===== src/rtl/uart_tx_frame.sv =====
// -----------------------------------------------------------------------------
// uart_tx_frame
//   Parametrised UART transmitter. It builds one frame per word: a start bit,
//   DATA_BITS payload bits sent LSB first, an optional parity bit and STOP_BITS
//   stop bits. Each bit lasts DIV clock cycles, where
//   DIV = round(CLK_FREQ / BAUD). The bit timer is a clock-enable counter, so
//   no derived clock is created.
//
//   Optional feature macro: UART_TX_FIFO_EN
//     defined   : a 2**FIFO_AW-entry FIFO buffers words between the handshake
//                 and the framer. Frames then go out back to back.
//     undefined : single-word operation. ready is high only while idle.
//
//   Ports
//     clock_50mhz  in   sole clock, rising edge
//     reset        in   asynchronous, active-high reset
//     data         in   payload word, LSB transmitted first
//     valid        in   data is offered
//     ready        out  word is accepted on a cycle with valid && ready
//     busy         out  a frame is on the line or a word is queued
//     done         out  one-cycle pulse in the last cycle of the last stop bit
//     tx_pin       out  serial line, idles high
//
//   The line, busy and done are registered, so they appear one cycle after
//   the framer state that produces them.
// -----------------------------------------------------------------------------
module uart_tx_frame #(
   parameter int CLK_FREQ  = 50_000_000,
   parameter int BAUD      = 115200,
   parameter int DATA_BITS = 8,
   parameter int PARITY    = 0,
   parameter int STOP_BITS = 1,
   parameter int FIFO_AW   = 3
) (
   input  logic                 clock_50mhz,
   input  logic                 reset,
   input  logic [DATA_BITS-1:0] data,
   input  logic                 valid,
   output logic                 ready,
   output logic                 busy,
   output logic                 done,
   output logic                 tx_pin
);

   localparam int            DIV      = (CLK_FREQ + BAUD / 2) / BAUD;
   localparam int            CW       = (DIV > 1) ? $clog2(DIV) : 1;
   localparam logic [CW-1:0] TICK_VAL = CW'(DIV - 1);

   typedef enum logic [2:0] {S_IDLE, S_START, S_DATA, S_PAR, S_STOP} state_t;

   state_t               r_state, w_state_nxt;
   logic [CW-1:0]        r_baud, w_baud_nxt;
   logic [2:0]           r_bit, w_bit_nxt;
   logic [DATA_BITS-1:0] r_shift, w_shift_nxt;
   logic                 r_par, w_par_nxt;
   logic                 r_tx, r_busy, r_done;
   logic                 w_tick, w_frame_end, w_load, w_line;
   logic [DATA_BITS-1:0] w_word;
   logic                 w_has_word, w_empty;

   assign w_tick      = (r_baud == TICK_VAL);
   assign w_frame_end = (r_state == S_STOP) && w_tick && (r_bit == 3'(STOP_BITS - 1));

`ifdef UART_TX_FIFO_EN
   localparam int DEPTH = 2 ** FIFO_AW;

   logic [DATA_BITS-1:0] r_mem [DEPTH];
   logic [FIFO_AW-1:0]   r_wp, r_rp;
   logic [FIFO_AW:0]     r_cnt;
   logic                 w_push, w_full;

   assign w_full     = (r_cnt == (FIFO_AW + 1)'(DEPTH));
   assign w_empty    = (r_cnt == '0);
   assign ready      = !w_full;
   assign w_push     = valid && !w_full;
   assign w_word     = r_mem[r_rp];
   assign w_has_word = !w_empty;
   // A queued word is taken when idle, or in the frame-end cycle so the next
   // start bit follows the last stop bit with no gap.
   assign w_load     = w_has_word && ((r_state == S_IDLE) || w_frame_end);

   always_ff @(posedge clock_50mhz or posedge reset) begin
      if (reset) begin
         r_wp  <= '0;
         r_rp  <= '0;
         r_cnt <= '0;
      end else begin
         if (w_push) r_wp <= r_wp + 1'b1;
         if (w_load) r_rp <= r_rp + 1'b1;
         case ({w_push, w_load})
            2'b10:   r_cnt <= r_cnt + 1'b1;
            2'b01:   r_cnt <= r_cnt - 1'b1;
            default: ;
         endcase
      end
   end

   // NOTE: storage carries no reset; pointers and count define which entries
   // are valid, so clearing the array would only cost reset fan-out.
   always_ff @(posedge clock_50mhz) begin
      if (w_push) r_mem[r_wp] <= data;
   end
`else
   // FIFO_AW has no role without the queue.
   localparam int FIFO_AW_UNUSED = FIFO_AW;

   // NOTE: ready is gated by reset combinationally so no word can be taken
   // while the framer is held in reset.
   assign ready      = (r_state == S_IDLE) && !reset;
   assign w_empty    = 1'b1;
   assign w_word     = data;
   assign w_has_word = valid;
   assign w_load     = w_has_word && (r_state == S_IDLE);
`endif

   // NOTE: every output of this block gets a default first, so no path can
   // leave one unassigned and infer a latch.
   always_comb begin
      w_state_nxt = r_state;
      w_baud_nxt  = w_tick ? '0 : r_baud + 1'b1;
      w_bit_nxt   = r_bit;
      w_shift_nxt = r_shift;
      w_par_nxt   = r_par;
      w_line      = 1'b1;

      case (r_state)
         S_IDLE: begin
            w_baud_nxt = '0;
         end
         S_START: begin
            w_line = 1'b0;
            if (w_tick) begin
               w_state_nxt = S_DATA;
               w_bit_nxt   = '0;
            end
         end
         S_DATA: begin
            w_line = r_shift[0];
            if (w_tick) begin
               w_shift_nxt = r_shift >> 1;
               if (r_bit == 3'(DATA_BITS - 1)) begin
                  w_bit_nxt   = '0;
                  w_state_nxt = (PARITY != 0) ? S_PAR : S_STOP;
               end else begin
                  w_bit_nxt = r_bit + 1'b1;
               end
            end
         end
         S_PAR: begin
            w_line = r_par;
            if (w_tick) begin
               w_state_nxt = S_STOP;
               w_bit_nxt   = '0;
            end
         end
         S_STOP: begin
            if (w_frame_end) w_state_nxt = S_IDLE;
            else if (w_tick) w_bit_nxt = r_bit + 1'b1;
         end
         default: w_state_nxt = S_IDLE;
      endcase

      // Loading overrides everything: restart the bit timer and latch the word
      // so the source may change data right after acceptance.
      if (w_load) begin
         w_state_nxt = S_START;
         w_baud_nxt  = '0;
         w_bit_nxt   = '0;
         w_shift_nxt = w_word;
         w_par_nxt   = (PARITY == 1) ? ~^w_word : ^w_word;
      end
   end

   always_ff @(posedge clock_50mhz or posedge reset) begin
      if (reset) begin
         r_state <= S_IDLE;
         r_baud  <= '0;
         r_bit   <= '0;
         r_shift <= '0;
         r_par   <= 1'b0;
         r_tx    <= 1'b1;
         r_busy  <= 1'b0;
         r_done  <= 1'b0;
      end else begin
         r_state <= w_state_nxt;
         r_baud  <= w_baud_nxt;
         r_bit   <= w_bit_nxt;
         r_shift <= w_shift_nxt;
         r_par   <= w_par_nxt;
         r_tx    <= w_line;
         r_busy  <= (r_state != S_IDLE) || !w_empty;
         r_done  <= w_frame_end;
      end
   end

   assign tx_pin = r_tx;
   assign busy   = r_busy;
   assign done   = r_done;

endmodule


===== config.mk =====
export PLATFORM = sky130hd
export DESIGN_NAME = uart_tx_frame
export DESIGN_NICKNAME = d
export VERILOG_FILES = /design/src/rtl/uart_tx_frame.sv
export SDC_FILE = /design/constraint.sdc
export NUM_CORES = 1
export LEC_CHECK = 0
export BUFFER_PORTS_ARGS = -buffer_cell sky130_fd_sc_hd__buf_2
export CAP_MARGIN = 20
export CORE_MARGIN = 1.5
export CORE_UTILIZATION = 45
export CTS_BUF_LIST = sky130_fd_sc_hd__clkbuf_8
export DETAILED_ROUTE_END_ITERATION = 10
export PLACE_DENSITY = 0.63
export SYNTH_ARGS = -nofsm -noshare
export SYNTH_HDL_FRONTEND = slang
export SYNTH_SLANG_ARGS = --single-unit

===== constraint.sdc =====
create_clock -name clock_50mhz -period 3.4 [get_ports clock_50mhz]
set_input_delay 0.68 -clock clock_50mhz [delete_from_list [all_inputs] [get_ports clock_50mhz]]
set_output_delay 0.68 -clock clock_50mhz [all_outputs]
set_load 0.03 [all_outputs]

# [Yosys cells after proc, flatten, opt, wreduce, memory -nomap -nowiden]
# Cells that the tools add are included.
# Widths: inputs -> output; s select.
[totals] reg_bits=27 latch_bits=0 ram_bits=0 rom_bits=0 inputBits=11 wordCells=62 mem_count=0
[op_classes] addsub=2 multipliers=0 div=0 order_cmp=0 n_eq_ne=15 n_shift=0 mux=21 n_bitwise=0 reduce_logical=16
[op_table] cell="$mux 3" n=12
[op_table] cell="$mux 9" n=3
[op_table] cell="$mux 8" n=3
[op_table] cell="$ne 3x3->1 const B" n=7
[op_table] cell="$pmux 3 s5" n=1
[op_table] cell="$add 9x1->9 const B" n=1
[op_table] cell="$eq 9x9->1 const B" n=1
[op_table] cell="$pmux 3 s3" n=1
[op_table] cell="$reduce_xor 8->1" n=1
[op_table] cell="$eq 3x2->1 const B" n=2
[op_table] cell="$eq 3x3->1 const B" n=2
[op_table] cell="$logic_not 3->1" n=2
[op_table] cell="$reduce_and 6->1" n=1
[op_table] cell="$reduce_and 5->1" n=1
[op_table] cell="$logic_and 1x1->1" n=4
[op_table] cell="$reduce_bool 2->1" n=2
[op_table] cell="$reduce_bool 4->1" n=1
[op_table] cell="$add 3x1->3 const B" n=1
[op_table] cell="$eq 3x1->1 const B" n=1
[op_table] cell="$ne 3x1->1 const B" n=1
[op_table] cell="$pmux 1 s3" n=1
[op_table] cell="$reduce_bool 3->1" n=1
[op_table] cell="$ne 2x2->1 const B" n=1
[op_table] cell="$reduce_and 2->1" n=1
[op_table] cell="2 further kinds" n=2

# [Logic depth before layout (Yosys ltp)]
# Gate-level depths: netlist (run 1).
[depth] word_depth=6 mapped_depth=6 ltp_nobuf=6

# [Least setup slack after synthesis (run 1)]
# Ideal clock, no wire load.
[synth_path] path_type="flip-flop to output port" from="register r_state[2]" to="output ready" arrival_time_ns=1.350 slack_ns=1.370 path_stages_with_launch=4 path_cell_list="dfrtp_1 > buf_2 > or3_1 > nor2_1"
[synth_between] elab_chain_len=2
[synth_rtl] element="start: declaration" line="51" rtl="state_t r_state, w_state_nxt;"
[synth_rtl] element="start signal: assignment" line="185" rtl="r_state <= w_state_nxt;"
[synth_rtl] element="$logic_not 3->1" line="109" rtl="assign ready = (r_state == S_IDLE) && !reset;"
[synth_rtl] element="$logic_and 1x1->1" line="109"
[synth_rtl] element="end: declaration" line="39" rtl="output logic ready,"
# No other way between the ends.

# [Final worst setup path (run 1)]
# Same ends and word-level chain as after synthesis.

==> impl_results.rst, run 1 <==
.. list-table::
   :header-rows: 1

   * - Metric
     - Value
   * - Global-route usage over all layers
     - 0.1580
   * - Largest net degree at the start of global routing
     - 28
   * - Worst-case setup margin in the final layout
     - roughly 1200 ps
   * - Final-layout fill cell count
     - just under 300
   * - GR met1 Demand/Resource
     - 0.2162
   * - Post-CTS clock slew at the launch and capture registers of the worst setup and hold paths
     - about 90 ps
   * - Root Buffer Master
     - sky130_fd_sc_hd__clkbuf_8
   * - Fin area
     - about 1600 sq um
   * - Final worst path period share
     - 0.6590
   * - Max-cap violation count
     - 0
   * - Antenna diode count
     - 0
   * - Clock insertion delay at the later pin of the skew report
     - roughly 260 ps
   * - Clock Sinks
     - 27
   * - Timing-limited maximum frequency
     - about 0.45 GHz
   * - Slowest CP cell
     - sky130_fd_sc_hd__dfrtp_1
   * - Critical path endpoint category
     - output port
   * - EDFF count, synth
     - 0
   * - Antenna violations before repair
     - 0
   * - Largest stage delay, worst path
     - 540 ps
   * - Post-Route Setup TNS
     - 0 ps
   * - Area of the multi-input gates
     - about 700 sq um
   * - Sum of internal, switching and leakage power
     - between 0.0005 and 0.0006 W
   * - Met2 global-route usage
     - 0.2559
   * - Max-slew headroom
     - 0.6963
   * - RD Place Congestion
     - 0.7470
   * - Final number of max-transition violations
     - 0
   * - CTS max path bufs
     - 2
   * - Post-synth cell types
     - 34
   * - Area of the core
     - 3028 sq um
   * - Netlist area before placement
     - approximately 1400 sq um
   * - Cell area after placement
     - around 1500 sq um
   * - Cell-by-cell trace of the critical path
     - or3_1, nor2_1, buf_2
   * - Remaining routing DRC violations
     - 0
   * - Synthesized net count
     - roughly 150
   * - Layout cells sized above 1
     - 0.2685
   * - Post-DP HPWL
     - 1753 um
   * - Post-cts hold buffer count
     - 0
   * - Endpoints failing hold
     - 0
   * - Most used flip-flop cell after synthesis
     - sky130_fd_sc_hd__dfrtp_1
   * - Run status
     - complete, no violations
   * - Final number of setup-violating endpoints
     - 0
   * - Worst min-delay path class
     - input port to asynchronous set/reset pin
   * - Setup Crit Path Kind
     - flop to output port
   * - Post-layout net count
     - roughly 170
   * - Flop and latch count out of synthesis
     - 27
   * - Starting Density
     - 0.4719
   * - Die W
     - 59.35 um
   * - Critical path data required time
     - between 2000 and 3000 ps
   * - Total number of placement rows
     - 20
   * - Share of flip-flops with an asynchronous set or reset after synthesis
     - 1.000
   * - Area of the die
     - roughly 3500 sq um
   * - Leading cell type in the layout, fill and taps excluded
     - sky130_fd_sc_hd__dfrtp_1
   * - Remaining global-route overflow
     - 0
   * - Yosys warns
     - 0
   * - First-pass GRT wire length
     - between 4000 and 5000 um
   * - Crit path buf inv count
     - 1
   * - RSZ-0062 raised after global routing
     - no
   * - Pre-CTS setup slack
     - about 1300 ps
   * - CTS tree
     - built
   * - Detailed Route Iter0 Violations
     - 26
   * - Total wire length after detailed routing
     - approximately 2400 um
   * - Avg Inst Size Synth
     - roughly 11 sq um
   * - Via total after detailed routing
     - 970
   * - Setup clock skew after layout
     - approximately 3.3 ps
   * - Most frequent cells in the layout
     - 26 x sky130_fd_sc_hd__dfrtp_1, 20 x sky130_fd_sc_hd__nor2_1, 14 x sky130_fd_sc_hd__buf_2, 12 x sky130_fd_sc_hd__xnor2_1, 12 x sky130_fd_sc_hd__mux2_2
   * - Number of routed nets with antenna violations
     - 0
   * - Number of vias per cell after detailed routing
     - around 5.0
   * - Area Growth Syn to Fin
     - 13.13%
   * - Min Clock Period, post-route
     - ~2200 ps
   * - P per Cell Area
     - about 340 nW/um^2
   * - Ports
     - 15
   * - Number of buffers created by CTS
     - 3
   * - Worst Setup Start Kind
     - flop
   * - Sequential fraction of the synthesis area
     - 0.4737
   * - Leakage power
     - roughly 0.74 nW
   * - Crit path max fanout
     - 11
   * - Least-Margin Pin Slew
     - around 450 ps
   * - Maximum vdd drop
     - around 0.00014 V
   * - Met3 Resource Use GR
     - 0.02620
   * - Die Y-Extent
     - around 59 um
   * - Setup Buffers After CTS
     - 0
   * - Sequential Area
     - approximately 680 sq um
   * - CP arrival
     - between 1500 and 2000 ps
   * - Critical path's top delay family
     - simple AND/OR/NAND/NOR gates
   * - Vias in the first global route
     - between 900 and 1k
   * - Post-CTS sizing
     - 0
   * - Number of standard cells after synthesis
     - about 130
   * - Count of H-tree levels built during CTS
     - 1
   * - Routed wirelength normalized by instance count
     - around 13 um
   * - Busiest metal layer after global routing
     - met2
   * - Number of detailed-route iterations in the first pass
     - 4
   * - PortBufs
     - 14
worst paths after layout:
check / from / slack, ps / end / depth (start not counted)
hold / removal: reset / 310 / r_state[2] / 2
setup reg to reg: r_baud[3] / 1430 / r_shift[0] / 4
setup / recovery: r_state[2] / 1160 / ready / 3
min in group clock_50mhz: r_shift[2] / 510 / r_shift[2] / 1
hold reg to reg: r_shift[2] / 510 / r_shift[2] / 1
max in group asynchronous: reset / 2640 / tx_pin / 3
report_power, final:
| group | internal, W | switching (W) | total [W] |
|---|---|---|---|
| Clock | 0.0000808 | 0.0000943 | 0.000175 |
| Sequential | 0.000328 | 0.00000379 | 0.000332 |
| Combinational | 0.0000245 | 0.0000210 | 0.0000455 |
Yosys cell counts (3+ instances only):
| cell | number | area (sq um) |
|---|---|---|
| sky130_fd_sc_hd__dfrtp_1 | 26 | 650.6 |
| sky130_fd_sc_hd__nor2_1 | 20 | 75.07 |
| sky130_fd_sc_hd__mux2_2 | 12 | 135.1 |
| sky130_fd_sc_hd__xnor2_1 | 12 | 105.1 |
| sky130_fd_sc_hd__nand2_1 | 7 | 26.28 |
| sky130_fd_sc_hd__ha_1 | 5 | 62.56 |
| sky130_fd_sc_hd__inv_1 | 5 | 18.77 |
| sky130_fd_sc_hd__nand2b_1 | 5 | 31.28 |
| sky130_fd_sc_hd__o21ai_0 | 4 | 20.02 |
| sky130_fd_sc_hd__nand3_1 | 3 | 15.01 |
sequential cells by signal (all words and copies together) (netlist names):
signal and flops:
r_shift 8, r_baud 9, r_par 1, r_bit 3
r_state 3, busy 1, done 1, tx_pin 1
cell families after synthesis:
group	share of synthesized area
xor+xnor	0.08582
compound gates	0.04466
mux	0.1296
simple gates	0.1970
flops	0.4737
fa+ha+maj	0.04378
buf+inv	0.02540
stage by stage:
stage / utilization / std cells / hold WS [ps]
2_1_floorplan: - / 133 / 465.6
5_1_grt: 0.5339 / 193 / 293.5
6_report: 0.5339 / 193 / 308.7
3_3_place_gp: 0.5099 / 188 / 485.2
4_1_cts: 0.5248 / 192 / 516.9
3_5_place_dp: 0.5099 / 188 / 495.9
metal layers:
layer / vias to the layer above / share of wire
li1: 482 / -
met4: 0 / 0.0070
met2: 11 / 0.49
met3: 2 / 0.023
met1: 475 / 0.48
met5: - / 0
layout make-up:
cell class                 count  area share
timing repair buffer          16     0.06502
clock buffer                   3     0.02554
tap                           44     0.03406
inverter                       5     0.01161
clock inverter                 1    0.002322
multi-input combinational     97      0.4427
sequential                    27      0.4187
Note: power is estimated with default switching activity, not from simulation.
==> run 2: changes to the inputs <==
==> constraint.sdc (replaced) <==
create_clock -name clock_50mhz -period 2.2 [get_ports clock_50mhz]
set_input_delay 0.44 -clock clock_50mhz [delete_from_list [all_inputs] [get_ports clock_50mhz]]
set_output_delay 0.44 -clock clock_50mhz [all_outputs]
set_load 0.03 [all_outputs]
==> run 2 against run 1 <==
Effect of this change:
- count of clock-buffer cells in the layout stayed put
- worst setup slack worse by 940 ps
- hold slack worse by 89 ps
- non-clock buffer count stayed put
- die area stayed put
- first-iteration DRC count is 58% lower
- critical path type unchanged
- design area is 1.2% lower
- sequential cell count stayed put
- sequential share of layout area is 0.53 points higher
==> impl_results.rst, run 2 (synthesis results as in run 1) <==
.. list-table::
   :header-rows: 1

   * - Metric
     - Value
   * - Run status
     - complete, no violations
   * - Root Buffer Master
     - sky130_fd_sc_hd__clkbuf_8
   * - Critical path's top delay family
     - simple AND/OR/NAND/NOR gates
   * - Crit path max fanout
     - 11
   * - Remaining routing DRC violations
     - 0
   * - Utilization of the core after routing
     - 0.5273
   * - Slowest CP cell
     - sky130_fd_sc_hd__dfrtp_1
   * - Routed wirelength normalized by instance count
     - around 12 um
   * - Die W
     - between 50 and 60 um
   * - Worst Setup Start Kind
     - flop
   * - Ports
     - 15
   * - Number of detailed-route iterations in the first pass
     - 3
   * - CTS tree
     - built
   * - Largest stage delay, worst path
     - approximately 520 ps
   * - Post-DP HPWL
     - 1764 um
   * - Critical path endpoint category
     - output port
   * - Post-layout net count
     - around 170
   * - Clock Sinks
     - 27
   * - Final-layout fill cell count
     - about 280
   * - Via total after detailed routing
     - around 940
   * - Number of buffers created by CTS
     - 3
   * - Max-cap violation count
     - 0
   * - Post-CTS sizing
     - 0
   * - Critical path data required time
     - 1760 ps
   * - CTS max path bufs
     - 2
   * - Final number of max-transition violations
     - 0
   * - Leakage power
     - about 0.73 nW
   * - Area of the core
     - a little over 3000 sq um
   * - Maximum vdd drop
     - between 0.0002 and 0.00025 V
   * - Die Y-Extent
     - 59.35 um
   * - Placed cells
     - 189
   * - Most frequent cells in the layout
     - 26 x sky130_fd_sc_hd__dfrtp_1, 20 x sky130_fd_sc_hd__nor2_1, 14 x sky130_fd_sc_hd__buf_2, 12 x sky130_fd_sc_hd__xnor2_1, 12 x sky130_fd_sc_hd__mux2_2
   * - Remaining global-route overflow
     - 0
   * - Cell-by-cell trace of the critical path
     - or3_1, nor2_1, buf_2
   * - Timing-limited maximum frequency
     - roughly 0.50 GHz
   * - Least-Margin Pin Slew
     - between 500 and 600 ps
   * - Max-slew headroom
     - 0.6068
   * - Flip-flop count of the largest register after layout
     - 9
   * - RSZ-0062 raised after global routing
     - no
   * - Post-cts hold buffer count
     - 0
   * - Area Growth Syn to Fin
     - 11.73%
   * - Total number of placement rows
     - 20
   * - Total wire length after detailed routing
     - 2345 um
   * - Final number of setup-violating endpoints
     - 0
   * - Layout cells sized above 1
     - 0.2685
   * - Antenna violations before repair
     - 0
   * - Number of non-filler instances in the completed layout
     - just under 200
   * - P per Cell Area
     - around 530 nW/um^2
   * - Largest net degree at the start of global routing
     - 28
   * - Post-CTS clock slew at the launch and capture registers of the worst setup and hold paths
     - roughly 90 ps
   * - Final worst path period share
     - 0.9025
   * - Worst path depth
     - 3
   * - Leading cell type in the layout, fill and taps excluded
     - sky130_fd_sc_hd__dfrtp_1
   * - Vias in the first global route
     - about 950
   * - Post-Route Setup TNS
     - 0 ps
   * - Clock insertion delay at the later pin of the skew report
     - around 260 ps
   * - Starting Density
     - 0.4719
   * - Sum of internal, switching and leakage power
     - 0.0008483 W
   * - Detailed Route Iter0 Violations
     - 11
   * - Setup Crit Path Kind
     - flop to output port
   * - Count of H-tree levels built during CTS
     - 1
   * - R2R depth
     - 5
   * - Antenna diode count
     - 0
   * - First-pass GRT wire length
     - 4278 um
   * - Register with the highest flop count
     - r_baud
   * - Crit path buf inv count
     - 1
   * - Registers with the most flip-flops
     - r_baud: 9 flops, r_shift: 8 flops
   * - CP arrival
     - roughly 1600 ps
   * - Endpoints failing hold
     - 0
   * - Worst min-delay path class
     - input port to asynchronous set/reset pin
   * - Setup clock skew after layout
     - 3.655 ps
   * - Min Clock Period, post-route
     - between 1500 and 2000 ps
   * - Setup Buffers After CTS
     - 0
   * - Number of vias per cell after detailed routing
     - approximately 4.9
   * - RD Place Congestion
     - between 0.8 and 0.9
   * - PortBufs
     - 14
   * - Global-route usage over all layers
     - 0.1586
   * - Area of the die
     - between 3000 and 4000 sq um
   * - Number of routed nets with antenna violations
     - 0
## run 2: layer usage
| metal | routed length [um] | track usage | vias up | part of all wire |
|---|---|---|---|---|
| li1 | - | - | 485 | - |
| met1 | 1125 | 0.2165 | 442 | 0.48 |
| met2 | 1157 | 0.2575 | 9 | 0.49 |
| met3 | 45 | 0.02620 | 2 | 0.019 |
| met4 | 17 | 0.04870 | 0 | 0.0072 |
| met5 | 0 | 0 | - | 0 |
## run 2: path summary, 6_finish.rpt
path	startpoint	endpoint	slack [ps]
setup / recovery	r_state[2]	ready	210
hold / removal	reset	busy	220
setup reg to reg	r_baud[0]	r_bit[2]	240
hold reg to reg	r_shift[7]	r_shift[7]	520
max in group asynchronous	reset	tx_pin	1670
min in group clock_50mhz	data[6]	r_shift[6]	400
## run 2: final cells by class
type,instances,area [sq um],share of cell area
inverters,5,18.77,0.01176
multi-input cells,97,715.7,0.4483
well taps,44,55.05,0.03448
flip-flops and latches,27,676.9,0.4240
clock inverters,1,3.754,0.002351
clock buffers,3,41.29,0.02586
repair buffers,16,85.08,0.05329
## run 2: through the flow
stage / setup slack, ps / cell area, sq um / hold slack, ps
final: 214.6 / 1597 / 219.8
after global routing: 95.27 / 1597 / 269.3
after CTS: 195.0 / 1597 / 236.1
after detailed placement: 234.1 / 1551 / 496.2
after global placement: 301.2 / 1551 / 487.9
after floorplan: 301.3 / 1429 / 465.6
## run 2: where the power goes
part / switching [W] / total (W) / internal, W
logic: 0.0000307 / 0.0000647 / 0.0000341
clock network: 0.000145 / 0.000270 / 0.000125
registers: 0.00000639 / 0.000513 / 0.000507
## run 2: tightest hold or removal path, delay by kind of cell
| kind | cells | cell delay [ps] |
|---|---|---|
| buffers and inverters | 3 | 450 |
